===== src/rtl/bandai2003_pkg.sv =====
// Shared constants and state encoding for the Bandai 2003 cartridge unlock host and cartridge model.
package bandai2003_pkg;

    localparam logic [7:0]  ADDR_ACK   = 8'h5A;
    localparam logic [7:0]  ADDR_NAK   = 8'hA5;
    localparam logic [7:0]  ADDR_NIL   = 8'h00;
    localparam logic [19:0] BS_DEFAULT = 20'h14503;

    typedef enum logic [2:0] {
        IDLE  = 3'd0,
        RSTP  = 3'd1,
        ACK   = 3'd2,
        NAK   = 3'd3,
        SYNC  = 3'd4,
        SHIFT = 3'd5,
        CHECK = 3'd6,
        FIN   = 3'd7
    } state_e;

    // Increment a 4-bit counter, holding at 15.
    function automatic logic [3:0] sat_inc4(input logic [3:0] v);
        logic [3:0] r;
        if (v == 4'hF) begin
            r = 4'hF;
        end else begin
            r = v + 4'd1;
        end
        return r;
    endfunction

endpackage


===== src/rtl/bandai2003_bs_capture.sv =====
// Serial bitstream capture: shift register filled from the MSB end, bit counter, and match compare.
module bandai2003_bs_capture
    import bandai2003_pkg::*;
#(
    parameter int              BITS   = 20,
    parameter logic [BITS-1:0] EXPECT = BITS'(BS_DEFAULT)
) (
    input  logic            CLK,
    input  logic            RSTn,
    input  logic            clear_i,
    input  logic            shift_en_i,
    input  logic            si_i,
    output logic [BITS-1:0] rx_word_o,
    output logic            bit_last_o,
    output logic            match_o
);

    localparam int CW = (BITS > 1) ? $clog2(BITS) : 1;

    logic [BITS-1:0] sr_q, sr_d;
    logic [CW-1:0]   cnt_q, cnt_d;

    // Next shift-register contents and bit position.
    always_comb begin
        sr_d  = sr_q;
        cnt_d = cnt_q;
        if (clear_i) begin
            cnt_d = '0;
        end else if (shift_en_i) begin
            sr_d = {si_i, sr_q[BITS-1:1]};
            if (cnt_q == CW'(BITS - 1)) begin
                cnt_d = '0;
            end else begin
                cnt_d = cnt_q + CW'(1);
            end
        end else begin
            sr_d  = sr_q;
        end
    end

    // Capture state registers.
    always_ff @(posedge CLK or negedge RSTn) begin
        if (!RSTn) begin
            sr_q  <= '0;
            cnt_q <= '0;
        end else begin
            sr_q  <= sr_d;
            cnt_q <= cnt_d;
        end
    end

    assign rx_word_o  = sr_q;
    assign bit_last_o = shift_en_i && (cnt_q == CW'(BITS - 1));
    // Case equality so an X/Z bit captured from the cartridge never counts as a match.
    assign match_o    = (sr_q === EXPECT);

endmodule


===== src/rtl/bandai2003_unlock_host.sv =====
// Bandai 2003 cartridge unlock host: reset pulse, 5Ah/A5h unlock, stream capture, compare and retry.
// Optional build macro SI_SYNC_EN adds a 2-flop SI synchronizer and a 2-cycle SYNC state.
module bandai2003_unlock_host
    import bandai2003_pkg::*;
#(
    parameter int              BITS    = 20,
    parameter logic [BITS-1:0] EXPECT  = BITS'(BS_DEFAULT),
    parameter int              RST_CYC = 4,
    parameter int              RETRIES = 3
) (
    input  logic            CLK,
    input  logic            RSTn,
    input  logic            START,
    input  logic            SI,
    output logic            CART_RSTn,
    output logic [7:0]      ADDR_O,
    output logic            BUSY,
    output logic            DONE,
    output logic            OK,
    output logic            CTRL1_B8,
    output logic [BITS-1:0] RX_WORD,
    output logic [3:0]      FAIL_CNT
);

    localparam int RCW = (RST_CYC > 1) ? $clog2(RST_CYC) : 1;

    state_e         state_q, state_d;
    logic [RCW-1:0] rst_cnt_q, rst_cnt_d;
    logic [4:0]     att_q, att_d;
    logic           ok_q, ok_d;
    logic           ctrl_q, ctrl_d;
    logic [3:0]     fail_q, fail_d;
    logic           cart_rstn_q, cart_rstn_d;
    logic [7:0]     addr_q, addr_d;
    logic           busy_q, busy_d;
    logic           done_q, done_d;

    logic           si_s;
    logic           rst_last_s;
    logic           clear_s;
    logic           shift_en_s;
    logic           bit_last_s;
    logic           match_s;
    logic           accept_s;

    assign accept_s   = (state_q == IDLE) && START;
    assign rst_last_s = (rst_cnt_q == RCW'(RST_CYC - 1));
    assign shift_en_s = (state_q == SHIFT);
    assign clear_s    = (state_d == RSTP) && (state_q != RSTP);

`ifdef SI_SYNC_EN
    logic si_meta_q, si_sync_q;
    logic sync_q, sync_d;

    // Two-flop synchronizer for the cartridge SO line.
    always_ff @(posedge CLK or negedge RSTn) begin
        if (!RSTn) begin
            si_meta_q <= 1'b1;
            si_sync_q <= 1'b1;
        end else begin
            si_meta_q <= SI;
            si_sync_q <= si_meta_q;
        end
    end

    // SYNC dwell counter: two cycles to cover the synchronizer delay.
    always_comb begin
        if (state_q == SYNC) begin
            sync_d = ~sync_q;
        end else begin
            sync_d = 1'b0;
        end
    end

    // SYNC dwell register.
    always_ff @(posedge CLK or negedge RSTn) begin
        if (!RSTn) begin
            sync_q <= 1'b0;
        end else begin
            sync_q <= sync_d;
        end
    end

    assign si_s = si_sync_q;
`else
    assign si_s = SI;
`endif

    // Next-state logic.
    always_comb begin
        state_d = state_q;
        case (state_q)
            IDLE:  state_d = START ? RSTP : IDLE;
            RSTP:  state_d = rst_last_s ? ACK : RSTP;
            ACK:   state_d = NAK;
`ifdef SI_SYNC_EN
            NAK:   state_d = SYNC;
            SYNC:  state_d = sync_q ? SHIFT : SYNC;
`else
            NAK:   state_d = SHIFT;
            SYNC:  state_d = SHIFT;
`endif
            SHIFT: state_d = bit_last_s ? CHECK : SHIFT;
            CHECK: begin
                if (match_s) begin
                    state_d = FIN;
                end else if (att_q < 5'(RETRIES)) begin
                    state_d = RSTP;
                end else begin
                    state_d = FIN;
                end
            end
            FIN:     state_d = IDLE;
            default: state_d = IDLE;
        endcase
    end

    // Reset-pulse timer, attempt counter and result flags.
    always_comb begin
        ok_d   = ok_q;
        ctrl_d = ctrl_q;
        fail_d = fail_q;
        att_d  = att_q;
        if (state_q == RSTP) begin
            rst_cnt_d = rst_cnt_q + RCW'(1);
        end else begin
            rst_cnt_d = '0;
        end
        if (accept_s) begin
            ok_d   = 1'b0;
            fail_d = 4'd0;
            att_d  = 5'd0;
        end else if (state_q == CHECK) begin
            if (match_s) begin
                ok_d   = 1'b1;
                ctrl_d = 1'b1;
            end else begin
                fail_d = sat_inc4(fail_q);
                att_d  = (att_q == 5'd31) ? att_q : att_q + 5'd1;
            end
        end else begin
            ok_d   = ok_q;
        end
    end

    // Output decode from the next state so the registered outputs line up with state_q.
    always_comb begin
        cart_rstn_d = 1'b1;
        addr_d      = ADDR_NIL;
        case (state_d)
            RSTP:    cart_rstn_d = 1'b0;
            ACK:     addr_d      = ADDR_ACK;
            NAK:     addr_d      = ADDR_NAK;
            default: addr_d      = ADDR_NIL;
        endcase
        busy_d = (state_d != IDLE);
        done_d = (state_d == FIN);
    end

    // State, counters and registered outputs.
    always_ff @(posedge CLK or negedge RSTn) begin
        if (!RSTn) begin
            state_q     <= IDLE;
            rst_cnt_q   <= '0;
            att_q       <= 5'd0;
            ok_q        <= 1'b0;
            ctrl_q      <= 1'b0;
            fail_q      <= 4'd0;
            cart_rstn_q <= 1'b1;
            addr_q      <= ADDR_NIL;
            busy_q      <= 1'b0;
            done_q      <= 1'b0;
        end else begin
            state_q     <= state_d;
            rst_cnt_q   <= rst_cnt_d;
            att_q       <= att_d;
            ok_q        <= ok_d;
            ctrl_q      <= ctrl_d;
            fail_q      <= fail_d;
            cart_rstn_q <= cart_rstn_d;
            addr_q      <= addr_d;
            busy_q      <= busy_d;
            done_q      <= done_d;
        end
    end

    bandai2003_bs_capture #(
        .BITS   (BITS),
        .EXPECT (EXPECT)
    ) u_capture (
        .CLK        (CLK),
        .RSTn       (RSTn),
        .clear_i    (clear_s),
        .shift_en_i (shift_en_s),
        .si_i       (si_s),
        .rx_word_o  (RX_WORD),
        .bit_last_o (bit_last_s),
        .match_o    (match_s)
    );

    assign CART_RSTn = cart_rstn_q;
    assign ADDR_O    = addr_q;
    assign BUSY      = busy_q;
    assign DONE      = done_q;
    assign OK        = ok_q;
    assign CTRL1_B8  = ctrl_q;
    assign FAIL_CNT  = fail_q;

endmodule


===== config.mk =====
export PLATFORM = sky130hd
export DESIGN_NAME = bandai2003_unlock_host
export DESIGN_NICKNAME = d
export VERILOG_FILES = /design/src/rtl/bandai2003_pkg.sv /design/src/rtl/bandai2003_bs_capture.sv /design/src/rtl/bandai2003_unlock_host.sv
export SDC_FILE = /design/constraint.sdc
export NUM_CORES = 1
export LEC_CHECK = 0
export BUFFER_PORTS_ARGS = -buffer_cell sky130_fd_sc_hd__buf_2
export CAP_MARGIN = 20
export CORE_AREA = 2 2 54 106
export DETAILED_ROUTE_END_ITERATION = 16
export DIE_AREA = 0 0 56 108
export PLACE_DENSITY = 0.7
export SYNTH_ARGS = -nofsm -noshare
export SYNTH_HDL_FRONTEND = slang
export SYNTH_HIERARCHICAL = 1
export SYNTH_SLANG_ARGS = --single-unit

===== constraint.sdc =====
create_clock -name CLK -period 5.3 [get_ports CLK]
set_input_delay 1.325 -clock CLK [delete_from_list [all_inputs] [get_ports CLK]]
set_output_delay 1.325 -clock CLK [all_outputs]
set_load 0.01 [all_outputs]

## Yosys cells after proc, flatten, opt, wreduce, memory -nomap -nowiden

Index checks and enable logic that the tools add are counted.

| storage, ports and cells | value |
|---|---|
| register bits | 52 |
| output and inout bits | 37 |
| logic and storage cells | 75 |

| operators by class | value |
|---|---|
| add/sub/neg operators | 4 |
| order comparisons | 1 |
| equal/unequal tests | 19 |
| multiplexer cells | 23 |
| bitwise gates (word level) | 2 |
| reductions and logical operators | 14 |

Operator list:

| cell | number |
|---|---|
| 5-bit two-way mux | 7 |
| 3-bit case mux with 7 select lines | 1 |
| 20-bit by 17-bit === test with 1-bit output, second input constant | 1 |
| 4-bit two-way mux | 4 |
| 8-bit case mux with 2 select lines | 1 |
| 3-bit equality test, second input constant | 5 |
| 3-bit by 2-bit equality test with 1-bit output, second input constant | 4 |
| 5-bit by 1-bit adder with 5-bit output, second input constant | 2 |
| 5-bit equality test, second input constant | 2 |
| 3-bit by 1-bit equality test with 1-bit output, second input constant | 2 |
| 2-bit two-way mux | 3 |
| 3-bit two-way mux | 2 |
| 2-bit AND reduction | 3 |
| 3-bit AND reduction | 2 |
| 2-bit nonzero test | 3 |
| 5-bit by 2-bit less-than comparator with 1-bit output, second input constant | 1 |
| 1-bit two-way mux | 5 |
| 4-bit by 1-bit adder with 4-bit output, second input constant | 1 |
| 4-bit equality test, second input constant | 1 |
| 1-bit logical AND | 3 |
| 3-bit zero test | 1 |
| 3-bit by 1-bit != test with 1-bit output, second input constant | 1 |
| 3-bit nonzero test | 1 |
| 2-bit by 1-bit adder with 2-bit output, second input constant | 1 |
| other kinds (5) | 6 |

## Longest topological paths before layout

Gate-level depths: netlist (run 1).

| logic depth | value |
|---|---|
| depth after elaboration | 8 |
| gate-level depth with buffers | 10 |
| depth with buffers taken out | 8 |

## Hierarchy

Netlist (run 1), hierarchy kept.

By module, submodules not included:

| module | times used | cells an instance | area an instance (µm²) |
|---|---|---|---|
| bandai2003_unlock_host | 1 | 105 | 1087.3 |
| bandai2003_bs_capture | 1 | 76 | 1076.0 |

## Least setup slack after synthesis (run 1)

OpenSTA, ideal clock, no wires.

| timing path | value |
|---|---|
| path type | input -> register |
| start point | in START |
| end point | reg u_capture.sr_q[19], in the netlist u_capture/rx_word_o[19] |
| arrival time | 2.384 ns |
| data required time | 5.175 ns |
| path slack | 2.791 ns |
| stages on the path | 6 |
| path through | nor4_1 -> nor3_1 -> o21a_1 -> nor2b_4 -> buf_6 -> mux2_2 |

| between the ends | value |
|---|---|
| longest elaborated chain between the ends | 6 |

RTL lines:

| what | RTL line | source |
|---|---|---|
| start, declared | bandai2003_unlock_host.sv:13 | `input logic START,` |
| 1-bit two-way mux | bandai2003_unlock_host.sv:93 | `IDLE: state_d = START ? RSTP : IDLE;` |
| 3-bit case mux with 7 select lines | bandai2003_unlock_host.sv:92 | `case (state_q)` |
| via state_d[0] | bandai2003_unlock_host.sv:27 | `state_e state_q, state_d;` |
| 3-bit by 1-bit equality test with 1-bit output | bandai2003_unlock_host.sv:49 | `assign clear_s = (state_d == RSTP) && (state_q != RSTP);` |
| 1-bit logical AND | bandai2003_unlock_host.sv:49 |  |
| via clear_s | bandai2003_unlock_host.sv:40 | `logic clear_s;` |
| 1-bit inverter (no source line) | - |  |
| 2-bit AND reduction (no source line) | - |  |
| end signal, assigned | bandai2003_bs_capture.sv:47 | `sr_q <= sr_d;` |
| end, declared | bandai2003_bs_capture.sv:20 | `logic [BITS-1:0] sr_q, sr_d;` |

The timed path passes the listed nets, and every way through them passes these cells.
A chain may end at the register's enable or synchronous reset.

## Worst setup path in the final report (run 1)

| timing path | value |
|---|---|
| start point | reg u_capture.sr_q[2], in the netlist u_capture/rx_word_o[2] |
| end point | reg u_capture.sr_q[9], in the netlist u_capture/rx_word_o[9] |

| between the ends | value |
|---|---|
| longest elaborated chain between the ends | 7 |

RTL lines:

| what | RTL line | source |
|---|---|---|
| 20-bit by 17-bit === test with 1-bit output | bandai2003_bs_capture.sv:55 | `assign match_o = (sr_q === EXPECT);` |
| via match_s | bandai2003_unlock_host.sv:43 | `logic match_s;` |
| 3-bit two-way mux | bandai2003_unlock_host.sv:105 | `if (match_s) begin` |
| 3-bit case mux with 7 select lines | bandai2003_unlock_host.sv:92 |  |
| 3-bit by 1-bit equality test with 1-bit output | bandai2003_unlock_host.sv:49 |  |
| 1-bit logical AND | bandai2003_unlock_host.sv:49 |  |
| via clear_s | bandai2003_unlock_host.sv:40 |  |
| 1-bit inverter (no source line) | - |  |
| 2-bit AND reduction (no source line) | - |  |

The timed path passes the listed nets, and every way through them passes these cells.

==> metrics.yaml, run 1 <==
synthesis:
  synth_area_leaders: "dfrtp_1 52%, mux2_2 10%, a21oi_1 3.0%"
  number_of_enable_type_register_cells_in_the_synthesized_netlist: 0
  synth_compound_gate_area_share_pct: 10.0
  yosys.cell_types.count: 45
  synth_cells: 181
  synth_warnings: 6
  combinational_family_with_the_most_area_after_synthesis: "simple AND/OR/NAND/NOR gates"
  avgSynthCellArea_um2: 12.0
  synth.area.mux_share_pct: 11.3
  ffs_w_async_s_r_synth_pct: 100
  synth_simple_gate_area_share_pct: 17.4
  synth_ff_type: "dfrtp_1"
  yosys.area.top_type: "dfrtp_1"
  syn_area_um2: 2160
  netlist.area_leader.share_pct: 52.1
  synthesis.nets: 190
  post_synth_fa_ha_maj_area_fraction_pct: 2.89
  synth_xor_area_share_pct: 0.405
  synth.ff_latch_count: 46
  synth_sequential_area_ratio_pct: 53.3
final_layout:
  layout-drive-gt1-share_pct: 34.7
  layout_commonest_cell: "dfrtp_1"
  final_util_pct: 48.6
  finalNetCount: 227
  most-common-layout-cells: "45 x dfrtp_1, 40 x buf_2, 20 x mux2_2, 13 x a21oi_1, 8 x nand3_1"
  synthToLayoutAreaGrowth_pct: 16.5
  antenna_cells: 0
timing:
  grt_setup_unrepaired: "false"
  period_share_pct: 55.4
  post-route-worst-setup-slack_ns: 2.36
  timing_max_transition_violations_final: 0
  final.setup.tns_ns: 0
  clock_skew_ns: 0.00294
  hold_viol: 0
  timing.slew.headroom_pct: 53.4
  final_setup_violations: 0
  fin_crit_ns: 2.94
  clock.fmax_mhz: 340
  worst-slew-pin-transition_ns: 0.689
routing:
  routed-wl-met3_um: 163
  route.detailed.wl_per_inst_um: 15.6
  drt_wl_total_um: 4320
  drt-met1-wl_um: 1680
  avgViaCountPerCell: 5.63
  route.antenna.remaining_nets: 0
  firstDrtPassIters: 4
  detailroute.wirelength.met2_um: 2310
  drc_errors: 0
  routed-via-count: 1560
  dr.first_iter.drc_count: 40
  routed.top_layer: "met4"
pwr:
  power_density_nw_per_um2: 627
  flop_pwr_share_pct: 41.9
  p_int_uw: 1010
  share_comb_of_total_power_pct: 37.8
  p_leak_uw: 0.00121
  switching_share_pct: 35.9
  vdd_ir_drop_max_v: 0.000405
  fin_total_pwr_uw: 1580
  clkPwrFrac_pct: 20.2
  power.net_switching_uw: 567
critical_path:
  timing.critical_path.fanout_max: 20
  timing.critical_path.from_type: "register"
  crit_path_max_incr_delay_ns: 0.56
  critPathTopFamily: "simple AND/OR/NAND/NOR gates"
  cp.buffers_inverters: 0
  cp_common_cell: "or4_1"
  critical_path.endpoint_type: "register"
  crit_path_cell_trace: "or4_1 > nor3_1 > or4_1 > a211oi_2 > o21a_1 > nor2b_4 > mux2_2"
  critical_path_class: "register to register"
  critPathSlowestCell: "or4_1"
  crit_required_ns: 5.49
  crit_arrival_ns: 3.13
global_route:
  grt_use_total_pct: 15.5
  grt_max_degree: 47
  antenna_found_initial: 0
  grt_pass1_wl_um: 7470
  first_global_vias: 1586
  globalRouteOverflowTotal: 0
placement:
  dp_hpwl_um: 3100
  gp_routability_congestion: 0.796
  number_of_i_o_port_buffers: 40
  dpl_worst_slack_ns: 2.27
cts:
  tritoncts.num_buffers: 5
  clock_root_buffer: "clkbuf_8"
  cts_hold_buffers: 0
  worst_skew_pair.late_latency_ns: 0.30
  cts-htree-levels: 2
  clk_path_buf_depth: 2
  clk_pin_slew_ns: 0.08
  post-cts-setup-buffer-count: 0
  tritoncts_num_sinks: 46
  cts_tree: "done"
  postCtsResizedCells: 0
run:
  maxCapViolCount: 0
floorplan:
  io_pins: 41
  die_outline_area_um2: 6050
  initial_core_util_pct: 41.7
  die_height_um: 108
  core_region_area_um2: 5180
  die_w_um: 56
  site_rows: 37
status:
  run_status: "completed"
hold_path:
  worst_min_delay_path_class: "register to register"
==> final timing paths <==
kind | slack [ns] | from | depth (start not counted) | endpoint
min in group asynchronous | 0.84 | RSTn | 1 | u_capture/rx_word_o[19]
max in group asynchronous | 3.94 | RSTn | 2 | CART_RSTn
worst min register to register | 0.45 | rst_cnt_q[0] | 1 | rst_cnt_q[0]
worst min-delay path | 0.45 | rst_cnt_q[0] | 1 | rst_cnt_q[0]
worst max-delay path | 2.36 | u_capture/rx_word_o[2] | 7 | u_capture/rx_word_o[9]
worst max register to register | 2.36 | u_capture/rx_word_o[2] | 7 | u_capture/rx_word_o[9]
==> synthesized netlist by cell type (3+ instances only) <==
| cell | number |
|---|---|
| nor2_1 | 4 |
| nor4bb_1 | 4 |
| o31ai_1 | 4 |
| buf_2 | 3 |
| ha_1 | 5 |
| nor3_1 | 5 |
| a21oi_1 | 13 |
| dfrtp_1 | 45 |
| o21ai_0 | 6 |
| mux2_2 | 20 |
| nand2_1 | 6 |
| or4_1 | 3 |
| nand3_1 | 8 |
| inv_1 | 4 |
| buf_4 | 6 |
| nor2b_1 | 5 |
==> logic make-up (layout without fill, tap and decap cells) <==
| family | count (synthesis) | count (layout) |
|---|---|---|
| AO/OA/AOI/OAI | 34 | 34 |
| XOR/XNOR | 1 | 1 |
| adder cells (fa/ha/maj) | 5 | 5 |
| buffers and inverters | 16 | 54 |
| flip-flops | 46 | 46 |
| multiplexers | 22 | 22 |
| AND/OR/NAND/NOR | 57 | 57 |
==> flip-flops by register name (all words and copies together) (netlist names) <==
name / count
DONE: 1
BUSY: 1
att_q: 5
CTRL1_B8: 1
FAIL_CNT: 4
CART_RSTn: 1
u_capture/cnt_q: 5
state_q: 3
OK: 1
rst_cnt_q: 2
ADDR_O: 2
u_capture/rx_word_o: 20
==> through the flow <==
stage	cell area, um^2	hold WS [ns]	instances
after detailed placement	2360	0.442	268
after CTS	2500	0.454	276
after global routing	2520	0.469	277
final	2520	0.449	277
after global placement	2360	0.426	268
after floorplan	2160	0.414	181
==> power groups by stage <==
stage / registers [uW] / logic [uW] / clock network, uW
after CTS: 665 / 604 / 328
after global placement: 668 / 586 / 0
after floorplan: 657 / 440 / 0
after detailed placement: 671 / 601 / 0
after global routing: 696 / 659 / 342
final: 663 / 598 / 320
==> per-layer routing <==
| layer | vias up | track usage [%] |
|---|---|---|
| li1 | 739 | - |
| met1 | 766 | 17.1 |
| met2 | 40 | 27.3 |
| met3 | 15 | 2.75 |
| met4 | 0 | 9.01 |
| met5 | - | 0 |
==> worst reg2reg max path: stages, from the launching register on <==
cell and delay [ns]:
dfrtp_1 0.42, or4_1 0.56, nor3_1 0.38, or4_1 0.21
a211oi_2 0.07, o21a_1 0.29, nor2b_4 0.49, mux2_2 0.41
==> layout make-up <==
cell class / instances / area, um^2
clock inverters: 2 / 60.1
repair buffers: 42 / 228
multi-input cells: 119 / 910
clock buffers: 6 / 82.6
inverters: 4 / 15.0
fillers: 492 / 2670
flip-flops and latches: 46 / 1150
well taps: 58 / 72.6
No activity file was read; power rests on OpenSTA's default activity.
==> run 2, diff against run 1 <==
--- a/config.mk
+++ b/config.mk
@@ -10,7 +10,7 @@
 export CORE_AREA = 2 2 54 106
 export DETAILED_ROUTE_END_ITERATION = 16
 export DIE_AREA = 0 0 56 108
-export PLACE_DENSITY = 0.7
+export PLACE_DENSITY = 0.73
 export SYNTH_ARGS = -nofsm -noshare
 export SYNTH_HDL_FRONTEND = slang
 export SYNTH_HIERARCHICAL = 1
==> constraint.sdc (replaced) <==
create_clock -name CLK -period 2.7 [get_ports CLK]
set_input_delay 0.675 -clock CLK [delete_from_list [all_inputs] [get_ports CLK]]
set_output_delay 0.675 -clock CLK [all_outputs]
set_load 0.01 [all_outputs]
==> metrics.yaml, run 2 (synthesized netlist as in run 1, its figures left out) <==
placement:
  dp_hpwl_um: 3390  # +9.1%
  number_of_i_o_port_buffers: 40  # unchanged
  dpl_cell_area_um2: 2440  # +3.7%
  placedCellCount: 278  # +3.7%
  gp_routability_congestion: 0.831  # +4.3%
hold_path:
  worst_min_delay_path_class: "input port to async pin"
cts:
  tritoncts.num_buffers: 5  # unchanged
  postCtsResizedCells: 0  # unchanged
  cts-htree-levels: 2  # unchanged
  post-cts-setup-buffer-count: 0  # unchanged
  clk_pin_slew_ns: 0.09  # about the same
  worst_skew_pair.late_latency_ns: 0.30  # about the same
  clock_root_buffer: "clkbuf_8"
  cts_tree: "done"
  clk_path_buf_depth: 2  # unchanged
  tritoncts_num_sinks: 46  # unchanged
  cts_hold_buffers: 0  # unchanged
routing:
  route.antenna.remaining_nets: 0  # unchanged
  drt_wl_total_um: 4430  # +2.5%
  drc_errors: 0  # unchanged
  drt-met1-wl_um: 1630  # -2.8%
  avgViaCountPerCell: 5.65  # +0.33%
  route.detailed.wl_per_inst_um: 15.5  # -0.77%
  routed-wl-met3_um: 203  # +25%
  dr.first_iter.drc_count: 42  # +5.0%
  routed.top_layer: "met4"
  firstDrtPassIters: 4  # unchanged
  detailroute.wirelength.met2_um: 2470  # +6.8%
  routed-via-count: 1616  # +3.6%
critical_path:
  ff2ff_path_depth: 8  # +1
  timing.critical_path.fanout_max: 20  # unchanged
  timing.rr.start: "u_capture/rx_word_o[2]"
  crit_required_ns: 2.89  # -2.60 ns
  crit_arrival_ns: 2.70  # -0.43 ns
  ff2ff_setup_slack_ns: 0.19  # -2.17 ns
  timing.critical_path.from_type: "register"
  critical_path.reg2reg.endpoint: "u_capture/rx_word_o[9]"
  critical_path_class: "register to register"
  critical_path.endpoint_type: "register"
timing:
  hold_viol: 0  # unchanged
  final.setup.tns_ns: 0  # unchanged
  grt_setup_unrepaired: "false"
  fin_crit_ns: 2.51  # -0.429 ns
  final_setup_violations: 0  # unchanged
  clock.fmax_mhz: 398  # +17%
  timing_max_transition_violations_final: 0  # unchanged
  period_share_pct: 93.0  # +38 points
  timing.slew.headroom_pct: 59.4  # +6.0 points
  worst-slew-pin-transition_ns: 0.609  # -0.0801 ns
  clock_skew_ns: 0.00950  # +0.00656 ns
floorplan:
  die_height_um: 108  # unchanged
  io_pins: 41  # unchanged
  site_rows: 37  # unchanged
  die_w_um: 56  # unchanged
  core_region_area_um2: 5180  # unchanged
  initial_core_util_pct: 41.7  # unchanged
  die_outline_area_um2: 6050  # unchanged
pwr:
  share_comb_of_total_power_pct: 42.6  # +4.8 points
  switching_share_pct: 35.6  # -0.29 points
  vdd_ir_drop_max_v: 0.000860  # +110%
  p_leak_uw: 0.00126  # +3.5%
  flop_pwr_share_pct: 38.3  # -3.6 points
  power_density_nw_per_um2: 1240  # +98%
  p_int_uw: 2060  # +100%
  power.net_switching_uw: 1140  # +100%
  clkPwrFrac_pct: 19.0  # -1.2 points
final_layout:
  synthToLayoutAreaGrowth_pct: 19.4
  layout-drive-gt1-share_pct: 37.3  # +2.6 points
  most-common-layout-cells: "45 x dfrtp_1, 40 x buf_2, 20 x mux2_2, 13 x a21oi_1, 10 x buf_4"
  antenna_cells: 0  # unchanged
  final_util_pct: 49.8  # +1.2 points
  largest_register_ff_count: 20  # unchanged
  finalNetCount: 236  # +4.0%
  stdcell_area_um2: 2580  # +2.5%
  layout_commonest_cell: "dfrtp_1"
  sequential_cell_area_um2: 1150  # unchanged
  instances_no_fill: 286  # +3.2%
  n_fill_cell: 489  # -0.61%
  multi_input_area_um2: 910  # unchanged
run:
  maxCapViolCount: 0  # unchanged
global_route:
  grt_max_degree: 27  # -43%
  first_global_vias: 1532  # -3.4%
  globalRouteOverflowTotal: 0  # unchanged
  antenna_found_initial: 0  # unchanged
  grt_use_total_pct: 15.4  # -0.098 points
  grt_pass1_wl_um: 7220  # -3.3%
status:
  run_status: "completed"
[run 2: changes by cell type in the layout (fill, tap and decap cells not counted)]
cell,delta
clkinv_4,+1
clkbuf_8,-1
buf_4,+9
[run 2: routing by layer]
| metal | vias up | track usage, % |
|---|---|---|
| li1 | 762 | - |
| met1 | 808 | 16.5 |
| met2 | 38 | 28.1 |
| met3 | 8 | 2.99 |
| met4 | 0 | 7.82 |
| met5 | - | 0 |
[run 2: worst max-delay path: stages (launching register included)]
cell and delay (ns):
dfrtp_1 0.42, or4_1 0.57, nor3_1 0.24, or4_1 0.21, a211oi_2 0.07, o21a_1 0.24, nor2b_4 0.13, buf_12 0.17
mux2_2 0.35
[run 2: power groups by stage]
stage	clock network, uW	registers, uW	logic (uW)
2_1_floorplan	0	1290	865
3_3_place_gp	0	1240	1340
3_5_place_dp	0	1250	1380
4_1_cts	626	1230	1380
5_1_grt	649	1280	1490
6_report	610	1230	1370
[run 2: how the worst max path moves through the flow]
| stage | from | to | cells past startpoint |
|---|---|---|---|
| after floorplan | u_capture/rx_word_o[2] | u_capture/rx_word_o[19] | 8 |
| after global placement | u_capture/rx_word_o[2] | u_capture/rx_word_o[5] | 8 |
| after detailed placement | u_capture/rx_word_o[2] | u_capture/rx_word_o[9] | 8 |
| after CTS | u_capture/rx_word_o[2] | u_capture/rx_word_o[9] | 8 |
| after global routing | u_capture/rx_word_o[2] | u_capture/rx_word_o[9] | 8 |
| final | u_capture/rx_word_o[2] | u_capture/rx_word_o[9] | 8 |
[run 2: layout make-up]
| class | count | share of cell area, % |
|---|---|---|
| tap | 58 | 2.81 |
| clock inverter | 3 | 2.66 |
| clock buffer | 5 | 2.66 |
| sequential | 46 | 44.6 |
| inverter | 4 | 0.581 |
| timing repair buffer | 51 | 11.4 |
| multi-input combinational | 119 | 35.2 |
[run 2: per-stage QoR]
stage / hold WS (ns) / setup slack, ns / total power [uW]
4_1_cts: 0.379 / 0.194 / 3240
2_1_floorplan: 0.379 / 0.259 / 2150
6_report: 0.370 / 0.190 / 3200
3_5_place_dp: 0.434 / 0.201 / 2630
3_3_place_gp: 0.432 / 0.311 / 2580
5_1_grt: 0.422 / 0.0104 / 3420
